**src/rtl/breath_led_multi.sv**
```systemverilog
// rtl/breath_led_multi.sv - multi-channel breathing-LED PWM with shared prescaler/phase
// Optional quadratic brightness curve: define BREATH_LED_GAMMA_EN.
module breath_led_multi #(
  parameter int CLK_DIV   = 50,
  parameter int PWM_STEPS = 1000,
  parameter int CH        = 4,
  parameter int PHASE_OFS = 250
) (
  input  logic            clk,
  input  logic            rst_n,
  input  logic            en,
  input  logic [2*CH-1:0] mode,
  output logic [CH-1:0]   pwm,
  output logic            period_tick,
  output logic            breath_done
);
  localparam int PW = $clog2(2*PWM_STEPS);
  localparam int SW = $clog2(PWM_STEPS);
  localparam int DW = (CLK_DIV > 1) ? $clog2(CLK_DIV) : 1;

  localparam logic [DW-1:0] DIV_LAST = DW'(CLK_DIV - 1);
  localparam logic [SW-1:0] CNT_LAST = SW'(PWM_STEPS - 1);
  localparam logic [PW-1:0] PH_LAST  = PW'(2*PWM_STEPS - 1);
  localparam logic [PW:0]   PH_MOD   = (PW+1)'(2*PWM_STEPS);
  localparam logic [PW:0]   HALF     = (PW+1)'(PWM_STEPS);

  logic [DW-1:0] div_cnt_q, div_cnt_d;
  logic [SW-1:0] pwm_cnt_q, pwm_cnt_d;
  logic [PW-1:0] phase_q, phase_d;
  logic          period_tick_q, period_tick_d;
  logic          breath_done_q, breath_done_d;
  logic          tick, pend, ph_wrap;
  logic [PW-1:0] phase_next;

  always_comb begin
    tick       = (div_cnt_q == DIV_LAST);
    pend       = tick && (pwm_cnt_q == CNT_LAST);
    ph_wrap    = pend && (phase_q == PH_LAST);
    phase_next = phase_q;
    if (pend) begin
      phase_next = ph_wrap ? '0 : phase_q + PW'(1);
    end

    div_cnt_d     = tick ? '0 : div_cnt_q + DW'(1);
    pwm_cnt_d     = pwm_cnt_q;
    if (tick) begin
      pwm_cnt_d = (pwm_cnt_q == CNT_LAST) ? '0 : pwm_cnt_q + SW'(1);
    end
    phase_d       = phase_next;
    period_tick_d = pend;
    breath_done_d = ph_wrap;

    // en low behaves like a synchronous reset of the whole engine
    if (!en) begin
      div_cnt_d     = '0;
      pwm_cnt_d     = '0;
      phase_d       = '0;
      period_tick_d = 1'b0;
      breath_done_d = 1'b0;
    end
  end

  always_ff @(posedge clk or negedge rst_n) begin
    if (!rst_n) begin
      div_cnt_q     <= '0;
      pwm_cnt_q     <= '0;
      phase_q       <= '0;
      period_tick_q <= 1'b0;
      breath_done_q <= 1'b0;
    end else begin
      div_cnt_q     <= div_cnt_d;
      pwm_cnt_q     <= pwm_cnt_d;
      phase_q       <= phase_d;
      period_tick_q <= period_tick_d;
      breath_done_q <= breath_done_d;
    end
  end

  assign period_tick = period_tick_q;
  assign breath_done = breath_done_q;

  for (genvar k = 0; k < CH; k++) begin : g_ch
    // Offset reduced at elaboration so the runtime sum fits in PW+1 bits
    localparam int OFS = (k * PHASE_OFS) % (2*PWM_STEPS);

    logic [PW:0]   p_sum, p_k;
    logic [SW-1:0] tri_k, curve_k;
    logic [SW-1:0] duty_q, duty_d;
    logic [1:0]    mode_q, mode_d;
    logic          pwm_q, pwm_d, below;

`ifdef BREATH_LED_GAMMA_EN
    logic [2*SW-1:0] sq_k;
    assign sq_k    = (2*SW)'(tri_k) * (2*SW)'(tri_k);
    assign curve_k = SW'(sq_k >> SW);
`else
    assign curve_k = tri_k;
`endif

    always_comb begin
      p_sum = {1'b0, phase_next} + (PW+1)'(OFS);
      p_k   = (p_sum >= PH_MOD) ? p_sum - PH_MOD : p_sum;
      tri_k = (p_k < HALF) ? SW'(p_k) : SW'(PH_MOD - (PW+1)'(1) - p_k);

      duty_d = pend ? curve_k : duty_q;
      mode_d = pend ? mode[2*k +: 2] : mode_q;

      below = (pwm_cnt_q < duty_q);
      case (mode_q)
        2'b00:   pwm_d = 1'b0;
        2'b01:   pwm_d = 1'b1;
        2'b10:   pwm_d = below;
        default: pwm_d = !below;
      endcase

      if (!en) begin
        duty_d = '0;
        mode_d = 2'b00;
        pwm_d  = 1'b0;
      end
    end

    always_ff @(posedge clk or negedge rst_n) begin
      if (!rst_n) begin
        duty_q <= '0;
        mode_q <= 2'b00;
        pwm_q  <= 1'b0;
      end else begin
        duty_q <= duty_d;
        mode_q <= mode_d;
        pwm_q  <= pwm_d;
      end
    end

    assign pwm[k] = pwm_q;
  end

endmodule
```
**config.mk**
```make
export PLATFORM = sky130hd
export DESIGN_NAME = breath_led_multi
export DESIGN_NICKNAME = d
export VERILOG_FILES = /design/src/rtl/breath_led_multi.sv
export SDC_FILE = /design/constraint.sdc
export NUM_CORES = 1
export LEC_CHECK = 0
export ABC_AREA = 1
export CORE_ASPECT_RATIO = 1.5
export CORE_UTILIZATION = 50
export CTS_BUF_LIST = sky130_fd_sc_hd__clkbuf_4 sky130_fd_sc_hd__clkbuf_8
export DETAILED_ROUTE_END_ITERATION = 7
export PLACE_DENSITY_LB_ADDON = 0.3
export SLEW_MARGIN = 30
export SYNTH_ARGS = -nofsm -noshare
export SYNTH_HDL_FRONTEND = slang
export SYNTH_SLANG_ARGS = --single-unit
```
**constraint.sdc**
```tcl
create_clock -name clk -period 5.37 [get_ports clk]
set_input_delay 1.074 -clock clk [delete_from_list [all_inputs] [get_ports clk]]
set_output_delay 1.074 -clock clk [all_outputs]
set_load 0.1 [all_outputs]
```
==> flow_summary_export.csv <==
group,metric,value,unit
synth,seq_area_frac_synth,0.291,
synth,synth_compound_area_frac,0.119,
synth,synth.avg_cell_area,7.08,µm²
synth,synth_top_family_by_area,"simple AND/OR/NAND/NOR gates",
die,die-area,14400,µm²
synth,synth-xor-area-share,0.0325,
critical_path,r2r_slack,0.53,ns
clock_tree,cts_made_buffers,9,
route,drt-wirelength-per-cell,15.0,µm
timing,maxSlewHeadroom,0.339,
route,final_antenna_net_count,0,
synth,synth-async-reset-ratio,1.00,
synth,synth-seq-cells,81,
synth,yosysTopAreaCellShare,0.291,
die,die_y,147,µm
synth,synth.area.top_cells,"dfrtp_1 (29%), nand2_1 (14%), ha_1 (10%)",
route,wirelength,17.4,mm
route,drc,2,
critical_path,crit_end,"g_ch[1].duty_q[7]$_DFFE_PN0P_",
global_routing,grt_util_met1,0.286,
critical_path,critPathLaunchType,"flip-flop",
die,ios,17,
route,drt_iter0_drc,319,
synth,syn_area,6970,µm²
synth,synth_most_common_cell,"nand2_1",
die,start_util,0.515,
layout,nets,1064,
synth,synth_edf_count,0,
timing,drv_slew,0,
synth,syn-num-nets,1052,
route,num_vias,6281,
timing,clock.fmax,207,MHz
global_routing,grt_usage,0.255,
critical_path,ff2ff_path_depth,29,
clock_tree,cts-root-buf,"clkbuf_8",
power,leakage,0.00370,µW
clock_tree,h-tree-depth,3,
clock_tree,cts_resized,0,
timing,fin_setup_tns,0,ns
clock_tree,postCtsHoldBufs,0,
placement,placed_cells,1148,
layout,layout-drive-gt1-share,0.124,
layout,num_antenna_cells,0,
synth,synthAdderAreaFrac,0.100,
die,rows,52,
synth,ys_warn_count,0,
synth,yosysUniqueCellTypes,52,
critical_path,startpoint,"pwm_cnt_q[1]$_DFFE_PN0P_",
placement,gp_congestion,1.01,
critical_path,cp_slowest_cell,"dfrtp_1",
critical_path,cp_data_required_time,5.62,ns
clock_tree,path_clk_slew,0.10,ns
global_routing,grt_max_degree,50,
clock_tree,cts_sinks,81,
timing,finalCritPeriodShare,0.901,
die,die_x,98.4,µm
hold_path,hold_path_class,"flip-flop to flip-flop",
clock_tree,insertion_delay,0.38,ns
synth,syn-instance-count,985,
status,status,"finished with violations",
critical_path,rr_endpoint,"g_ch[1].duty_q[7]$_DFFE_PN0P_",
global_routing,antenna_found_initial,0,
job,drv_cap,0,
global_routing,grt_pass1_wl,29.1,mm
critical_path,crit_path_frequent_cell,"nand2_1",
clock_tree,cts_setup_buffers,0,
layout,area_growth,6.84,%
power,powerDensity,150,nW/µm²
layout,final_cells,1164,
layout,fill_cells,1356,
timing,period_needed,4.84,ns
route,drt-pass1-iter-count,8,
timing,setup_viol_count_final,0,
synth,ys.flop_type,"dfrtp_1",
placement,dp_hpwl,13.7,mm
critical_path,cp-end-kind,"flip-flop",
synth,yosysTopAreaCell,"dfrtp_1",
layout,final_util,0.550,
global_routing,busiest_layer,"met2",
synth,synth-simple-area-share,0.365,
layout,multi_input_area,4310,µm²
status,violations,"DRC",
clock_tree,clock_path_buffers,2,
critical_path,cp.arrival,5.09,ns
critical_path,r2r_start,"pwm_cnt_q[1]$_DFFE_PN0P_",
timing,finalClockSkew,0.0246,ns
global_routing,use_met2,0.473,
timing,rsz0062_at_grt,"no",
global_routing,use_met3,0.0235,
synth,synth.top_cells.by_count,"nand2_1 (268), inv_1 (118), nand3_1 (85)",
die,coreArea,13500,µm²
critical_path,max_stage_delay,0.46,ns
placement,port_buffers,16,
synth,synthMuxAreaShare,0,
clock_tree,cts_tree,"yes",
global_routing,first_global_vias,6018,
timing,hold_viol,0,
critical_path,path_class,"flip-flop to flip-flop",
power,ir_worst_vdd,0.112,mV
layout,seqCellArea,2030,µm²
route,vias_per_cell,5.40,
critical_path,path_max_fanout,17,
global_routing,grt_remaining_overflow,0,
timing,worst_pin_slew,0.988,ns
-- registers in the layout (all words and copies together) (netlist names) --
register / count
phase_q: 11
breath_done: 1
pwm_cnt_q: 10
div_cnt_q: 6
period_tick: 1
g_ch.duty_q: 40
g_ch.pwm_q: 4
g_ch.mode_q: 8
-- cells in the final DEF, fill, tap and decap left out, drive strengths merged, types with 4 or more instances in the layout --
master / synthesis / layout
a21oi: 36 / 36
a22o: 8 / 8
buf: 11 / 7
clkbuf: 10 / 9
clkdlybuf4s50: 0 / 15
clkinv: 2 / 4
dfrtp: 81 / 81
ha: 56 / 56
inv: 133 / 138
nand2: 305 / 305
nand3: 97 / 97
nand3b: 8 / 8
nand4: 11 / 11
nor2: 91 / 91
nor3: 11 / 11
o21a: 8 / 8
o21ai: 58 / 58
o22ai: 12 / 12
xor2: 23 / 23
-- layout make-up --
class                           instances  share of cell area
Tap cell                              162              0.0272
Multi-Input combinational cell        748               0.578
Inverter                              135              0.0680
Clock buffer                            9              0.0166
Timing Repair Buffer                   22              0.0272
Clock inverter                          7              0.0106
Sequential cell                        81               0.272
-- metrics by stage --
stage	cell area [µm²]	total power, µW	hold WS, ns	worst slack, ns
global placement	7250	676	0.459	0.692
detailed placement	7250	676	0.465	0.660
global route	7450	1160	0.509	0.152
floorplan	6970	647	0.435	1.37
CTS	7450	1130	0.484	0.605
finish	7450	1120	0.486	0.533
-- power by group --
group / internal (µW) / switching, µW / total, µW
clock: 186 / 268 / 453
sequential: 613 / 3.04 / 616
combinational: 12.8 / 33.6 / 46.4
-- cells by family (layout without fill, tap and decap cells) --
kind of cell,after synthesis,in the layout
flops,81,81
xor+xnor,25,25
fa+ha+maj,56,56
simple gates,533,533
compound gates,134,134
buf+inv,156,173
-- metal layers --
metal / wire (µm) / share of wire
met5: 0 / 0
met1: 7160 / 0.41
met3: 456 / 0.026
met2: 9090 / 0.52
met4: 711 / 0.041
-- worst min-delay path by stage --
stage,startpoint,to,slack (ns),depth (start not counted)
2_1_floorplan,g_ch[3].mode_q[0]$_DFFE_PN0P_,g_ch[3].pwm_q$_DFF_PN0_,0.43,1
3_3_place_gp,g_ch[3].mode_q[0]$_DFFE_PN0P_,g_ch[3].pwm_q$_DFF_PN0_,0.46,1
3_5_place_dp,g_ch[1].duty_q[8]$_DFFE_PN0P_,g_ch[1].duty_q[8]$_DFFE_PN0P_,0.47,2
4_1_cts,g_ch[3].mode_q[0]$_DFFE_PN0P_,g_ch[3].pwm_q$_DFF_PN0_,0.48,1
5_1_grt,g_ch[2].duty_q[8]$_DFFE_PN0P_,g_ch[2].duty_q[8]$_DFFE_PN0P_,0.51,2
6_report,g_ch[3].mode_q[0]$_DFFE_PN0P_,g_ch[3].pwm_q$_DFF_PN0_,0.49,1
-- critical path, delay by kind of cell (launching register included) --
family	cells	cell delay (ns)
XOR/XNOR	1	0.33
buffers and inverters	4	0.48
flip-flops	1	0.46
AND/OR/NAND/NOR	18	2.21
AO/OA/AOI/OAI	3	0.56
adder cells (fa/ha/maj)	3	0.66
(Power assumes the default switching activity.)
